### config.mk
export PLATFORM = sky130hd
export DESIGN_NAME = cc_unit
export DESIGN_NICKNAME = d
export VERILOG_FILES = /design/src/rtl/cc_pkg.sv /design/src/rtl/cc_stack.sv /design/src/rtl/cc_unit.sv
export SDC_FILE = /design/constraint.sdc
export NUM_CORES = 1
export LEC_CHECK = 0
export ABC_AREA = 1
export CAP_MARGIN = 10
export CORE_AREA = 2 2 39 41
export DETAILED_ROUTE_END_ITERATION = 6
export DIE_AREA = 0 0 41 43
export HOLD_SLACK_MARGIN = 0.06
export PLACE_DENSITY = 0.68
export REMOVE_ABC_BUFFERS = 1
export SYNTH_ARGS = -nofsm -noshare
export SYNTH_HDL_FRONTEND = slang
export SYNTH_SLANG_ARGS = --single-unit
### constraint.sdc
create_clock -name clk -period 2.1 [get_ports clk]
set_input_delay 0.42 -clock clk [delete_from_list [all_inputs] [get_ports clk]]
set_output_delay 0.42 -clock clk [all_outputs]
set_load 0.1 [all_outputs]
### src/rtl/cc_pkg.sv
// Shared types and helpers for the condition-code unit: the {n,z,p} struct,
// its reset value, and derivation of a CC from a classified result.
package cc_pkg;

  typedef struct packed {
    logic n;
    logic z;
    logic p;
  } cc_t;

  localparam cc_t CC_RESET = 3'b111;

  // The caller supplies the sign bit and zero test, so one helper serves any data width.
  function automatic cc_t derive_cc(input logic sign_bit, input logic is_zero);
    cc_t cc;
    cc.n = sign_bit;
    cc.z = is_zero;
    cc.p = !sign_bit && !is_zero;
    return cc;
  endfunction

endpackage

### src/rtl/cc_stack.sv
// LIFO of condition codes with DEPTH entries. It accepts push and pop only
// when they are legal: push needs a free entry and pop needs an occupied one.
module cc_stack
  import cc_pkg::*;
#(
  parameter int DEPTH = 4
) (
  input  logic clk,
  input  logic rst_n,
  input  logic push,
  input  logic pop,
  input  cc_t  push_data,
  output cc_t  top,
  output logic full,
  output logic empty
);

  localparam int CW = $clog2(DEPTH + 1);
  localparam int PW = (DEPTH > 1) ? $clog2(DEPTH) : 1;

  logic [CW-1:0] cnt_q, cnt_d;
  logic [CW-1:0] top_idx;
  cc_t           mem_q [DEPTH];

  assign full    = (cnt_q == CW'(DEPTH));
  assign empty   = (cnt_q == '0);
  assign top_idx = cnt_q - CW'(1);
  assign top     = mem_q[top_idx[PW-1:0]];

  always_comb begin
    cnt_d = cnt_q;
    if (push && !full) begin
      cnt_d = cnt_q + CW'(1);
    end else if (pop && !empty) begin
      cnt_d = cnt_q - CW'(1);
    end
  end

  always_ff @(posedge clk or negedge rst_n) begin
    if (!rst_n) begin
      cnt_q <= '0;
    end else begin
      cnt_q <= cnt_d;
    end
  end

  // Entry storage is not reset; after reset the count alone marks every entry invalid.
  always_ff @(posedge clk) begin
    if (push && !full) begin
      mem_q[cnt_q[PW-1:0]] <= push_data;
    end
  end

endmodule

### src/rtl/cc_unit.sv
// Condition-code register with branch evaluation. Define CC_STACK_EN to add
// the CC save stack (push/pop, full/empty, sticky err); without it they are inert.
module cc_unit
  import cc_pkg::*;
#(
  parameter int DATA_WIDTH = 16,
  parameter int DEPTH      = 4
) (
  input  logic                  clk,
  input  logic                  rst_n,
  input  logic                  load,
  input  logic [DATA_WIDTH-1:0] data_in,
  input  logic                  load_direct,
  input  logic [2:0]            cc_in,
  input  logic                  push,
  input  logic                  pop,
  input  logic [2:0]            br_nzp,
  output logic [2:0]            cc_out,
  output logic                  branch_enable,
  output logic                  full,
  output logic                  empty,
  output logic                  err
);

  cc_t  cc_q, cc_d;
  cc_t  derived_cc;
  cc_t  pop_cc;
  logic pop_ok;

  assign derived_cc = derive_cc(data_in[DATA_WIDTH-1], data_in == '0);

`ifdef CC_STACK_EN
  logic push_ok;
  logic err_q, err_d;
  logic stk_full, stk_empty;

  // Simultaneous push and pop is treated as misuse and neither is performed.
  assign push_ok = push && !pop && !stk_full;
  assign pop_ok  = pop && !push && !stk_empty;

  cc_stack #(
    .DEPTH(DEPTH)
  ) u_stack (
    .clk      (clk),
    .rst_n    (rst_n),
    .push     (push_ok),
    .pop      (pop_ok),
    .push_data(cc_q),
    .top      (pop_cc),
    .full     (stk_full),
    .empty    (stk_empty)
  );

  always_comb begin
    err_d = err_q;
    if ((push && pop) || (push && stk_full) || (pop && stk_empty)) begin
      err_d = 1'b1;
    end
  end

  always_ff @(posedge clk or negedge rst_n) begin
    if (!rst_n) begin
      err_q <= 1'b0;
    end else begin
      err_q <= err_d;
    end
  end

  assign full  = stk_full;
  assign empty = stk_empty;
  assign err   = err_q;
`else
  logic unused_stack_ctl;

  assign unused_stack_ctl = push ^ pop;
  assign pop_ok           = 1'b0;
  assign pop_cc           = CC_RESET;
  assign full             = 1'b0;
  assign empty            = 1'b1;
  assign err              = 1'b0;
`endif

  always_comb begin
    cc_d = cc_q;
    if (pop_ok) begin
      cc_d = pop_cc;
    end else if (load_direct) begin
      cc_d = cc_t'(cc_in);
    end else if (load) begin
      cc_d = derived_cc;
    end
  end

  always_ff @(posedge clk or negedge rst_n) begin
    if (!rst_n) begin
      cc_q <= CC_RESET;
    end else begin
      cc_q <= cc_d;
    end
  end

  assign cc_out        = cc_q;
  assign branch_enable = |(br_nzp & cc_q);

endmodule
# Word level (Yosys, flattened, before mapping)
# Index checks and enable logic that the tools add are counted.
# classes
add_sub_neg	0
multipliers	0
div	0
order_cmp	0
n_eq_ne	0
n_shift	0
n_mux	2
bitwise	1
reduce_logical	6
# op_table
op	count
$logic_not A16 Y1	1
$mux W3	2
$and A3 B3 Y3	1
$reduce_or A3 Y1	1
$logic_not A1 Y1	2
$reduce_bool A2 Y1	1
$logic_and A1 B1 Y1	1
# word_totals
register_bits	3
latchBits	0
ramBits	0
romBits	0
in_bits	28
output_inout_bits	7
memories	0

# Logic depth before layout (Yosys ltp)
# Gate-level depths: netlist (run 1).
# depth
ltp_word	5
depth_mapped	6
mapped_depth_nobuf	6

# Worst setup path after synthesis (run 1)
# Ideal clock, no wire load.
# synth_timing
path_type	register -> output
startpoint	register cc_q, in the netlist cc_out[1]
endpoint	output port branch_enable
arrival_time_ns	1.707
required_time_ns	1.680
path_slack_ns	-0.027
stages_incl_launch_ff	3
path_cell_list	dfstp_2 > nand2_1 > nand3_1
# synth_via
elab_chain_cells	2
# synth_rtl
element	line	text
start, declared	cc_unit.sv:25	cc_t cc_q, cc_d;
start signal, assigned	cc_unit.sv:96	cc_q <= CC_RESET;
start signal, assigned	cc_unit.sv:98	cc_q <= cc_d;
$and A3 B3 Y3	cc_unit.sv:103	assign branch_enable = |(br_nzp & cc_q);
$reduce_or A3 Y1	cc_unit.sv:103	
end, declared	cc_unit.sv:19	output logic branch_enable,
# No other way between the ends.

# Worst setup path after layout (run 1)
# layout_timing
startpoint	input port br_nzp[1]
endpoint	output port branch_enable
# layout_via
elab_chain_cells	2
# layout_rtl
element	line	text
start, declared	cc_unit.sv:17	input logic [2:0] br_nzp,
$and A3 B3 Y3	cc_unit.sv:103	
$reduce_or A3 Y1	cc_unit.sv:103	
# No other way between the ends.

==> results of run 1 <==
==> synthesized netlist by cell type <==
cell type  count
nor2_4         1
nor2_2         1
nand2_1       14
conb_1         2
inv_1          2
nand3_1        2
dfstp_2        3
nor2_1        10
buf_4          3
a22oi_1        3
==> worst register-to-register path: cells and delay by family, from the launching register on <==
family,cells,cell delay (ps)
simple gates,1,80
flops,1,560
compound gates,1,80
==> per-layer routing <==
| metal | track usage | share of wire | wire length [um] | up-vias |
|---|---|---|---|---|
| li1 | - | - | - | 182 |
| met1 | 0.0977 | 0.37 | 262 | 142 |
| met2 | 0.147 | 0.45 | 316 | 23 |
| met3 | 0.0314 | 0.15 | 104 | 2 |
| met4 | 0.0800 | 0.024 | 17 | 0 |
| met5 | 0 | 0 | 0 | - |
==> per-stage QoR <==
stage                     std cells  setup WS [ps]
after floorplan                  39          -26.5
after global placement           84            447
after detailed placement         84            439
after CTS                        88            440
after global routing             88            435
final                            88            447
==> worst min-delay path by stage <==
| stage | start | to | slack, ps | cells past startpoint |
|---|---|---|---|---|
| 6_report | rst_n | cc_out[2] | 550 | 1 |
| 5_1_grt | rst_n | cc_out[2] | 560 | 1 |
| 4_1_cts | rst_n | cc_out[2] | 560 | 1 |
| 3_5_place_dp | cc_out[2] | cc_out[2] | 610 | 2 |
| 3_3_place_gp | cc_out[2] | cc_out[2] | 620 | 2 |
| 2_1_floorplan | rst_n | cc_out[0] | 270 | 0 |
==> kinds of logic after synthesis <==
group	share of synthesized area
AO/OA/AOI/OAI	0.0878
buffers and inverters	0.117
flip-flops	0.307
other	0.0293
AND/OR/NAND/NOR	0.459
==> power groups by stage <==
stage | Sequential [W] | Combinational, W | Clock (W)
after global routing | 0.0000754 | 0.000186 | 0.000106
after detailed placement | 0.0000750 | 0.000178 | 0
after floorplan | 0.000110 | 0.0000573 | 0
after CTS | 0.0000745 | 0.000179 | 0.000106
after global placement | 0.0000751 | 0.000177 | 0
final | 0.0000742 | 0.000177 | 0.000104
==> area by class of cell <==
cell class              instances  area share
inverters                       2      0.0122
repair buffers                 29       0.538
clock buffers                   4      0.0428
flip-flops and latches          3       0.128
multi-input cells              34       0.246
well taps                      16      0.0326
==> reports/qor.yml, run 1 <==
outcome:
  status: "finished clean"
worst_setup_path:
  r2r_cells: 2
  crit_buf_inv: 2
  arrival_ps: 1230
  r2r-start: "cc_out[1]"
  crit_cells: 4
  cp_max_fo: 1
  rrSetupSlack_ps: 1330
  worstSetupStartpoint: "br_nzp[1]"
  path_cells: "clkdlybuf4s50_1 -> nand2_1 -> nand3_1 -> buf_12"
  cpMaxStageDelayCell: "clkdlybuf4s50_1"
  crit_type: "in -> out"
  critPathLaunchType: "input port"
  end_kind: "output pin"
  cp-endpoint: "branch_enable"
  cpPeakStageDelay_ps: 450
  cp.required_ps: 1680
  critPathTopFamily: "buffers and inverters"
  r2r_end: "cc_out[1]"
drt:
  drt.antenna.violating_nets: 0
  firstDrtPassIters: 4
  route.vias.total: 349
  routed_wirelength_um: 701
  drt-initial-drc-count: 7
  vias_per_cell: 3.97
  drc: 0
  wl_per_cell_um: 7.97
yosys:
  synth_area_leaders: "dfstp_2 (31%), nand2_1 (20%), nor2_1 (15%)"
  synthCells: 41
  yosysWarnings: 0
  ys_seq_area_frac: 0.307
  ys_seq_elements: 3
  synth_top_area_frac: 0.307
  syn_area_um2: 256
  yosysUniqueCellTypes: 10
  synth_area_per_cell_um2: 6.26
  yosys.area.top_type: "dfstp_2"
sta:
  fmax_mhz: 605
  drv_slew: 0
  whs_ps: 553
  finalSetupViolations: 0
  hold_viol: 0
  finalCriticalPeriod_ps: 1650
  setup-tns-final_ps: 0
  period_share: 0.787
  finalClockSkew_ps: 0
  rsz0062_at_grt: "false"
power_and_ir_drop:
  p_clk_frac: 0.292
  power_w: 0.000355
  p_leak_nw: 0.261
  p_int_w: 0.000215
  p_switching_w: 0.000140
  vdd_drop_max_uv: 201
  pwr-share-seq: 0.209
  p_per_area_nw_per_um2: 578
  swShare: 0.394
  p_comb_frac: 0.499
grt:
  overflow: 0
  grtUsageTotal: 0.0958
  antenna_found_initial: 0
  grt_pass1_wl_mm: 1.11
  grt_start_max_net_pins: 6
  grt_pass1_vias: 302
layout:
  post-route-util: 0.444
  seqCellArea_um2: 78.8
  layout_common_cells: "clkdlybuf4s50_1 (25), nand2_1 (14), nor2_1 (10)"
  nFillCells: 141
  diodes: 0
  largest_reg_flops: 3
  multi_input_area_um2: 151
  area_growth_pct: 140
  final_area_um2: 614
  mostFrequentLayoutCell: "clkdlybuf4s50_1"
  drive_above_1_share: 0.167
  nNetsFinal: 101
cts:
  cts_tree: "built"
  postCtsSetupBuffers: 0
  htreeDepth: 1
  clock_sinks: 3
  cts_hold_buf: 0
  numCtsBuffers: 3
  cts_resized: 0
  clockBufferDepth: 2
  clkLatencyLatePin_ps: 230
  cts-root-buf: "clkbuf_4"
  path_clk_slew_ps: 40
floorplanning:
  io_pins: 35
  die_h_um: 43
  rows: 14
  design.die.area_um2: 1760
  fp.dieW_um: 41
  start_util: 0.185
  core-area_um2: 1380
placement:
  gp_congestion: 0.591
  dp_hpwl_um: 600
  io_buffers: 29
  placed_cell_area_um2: 588
hold_path:
  hold_path_class: "in -> async"
run:
  drv_cap: 0
No activity file was read; power rests on OpenSTA's default activity.
==> inputs of run 2 (changes only) <==
- clock period: 2.1 -> 1.7 ns (I/O delays scaled with it)
==> results of run 2 <==
Same layout as run 1 (identical final DEF). Status: finished clean.
Among the figures that moved: setup slack after placement 439 ps -> 199 ps; setup slack after layout 447 ps -> 197 ps; hold slack 553 ps -> 473 ps; start point of the critical path br_nzp[1] -> cc_out[1]; register-to-register setup slack 1330 ps -> 930 ps; total power 0.000355 W -> 0.000439 W; worst IR drop on VDD 201 uV -> 248 uV
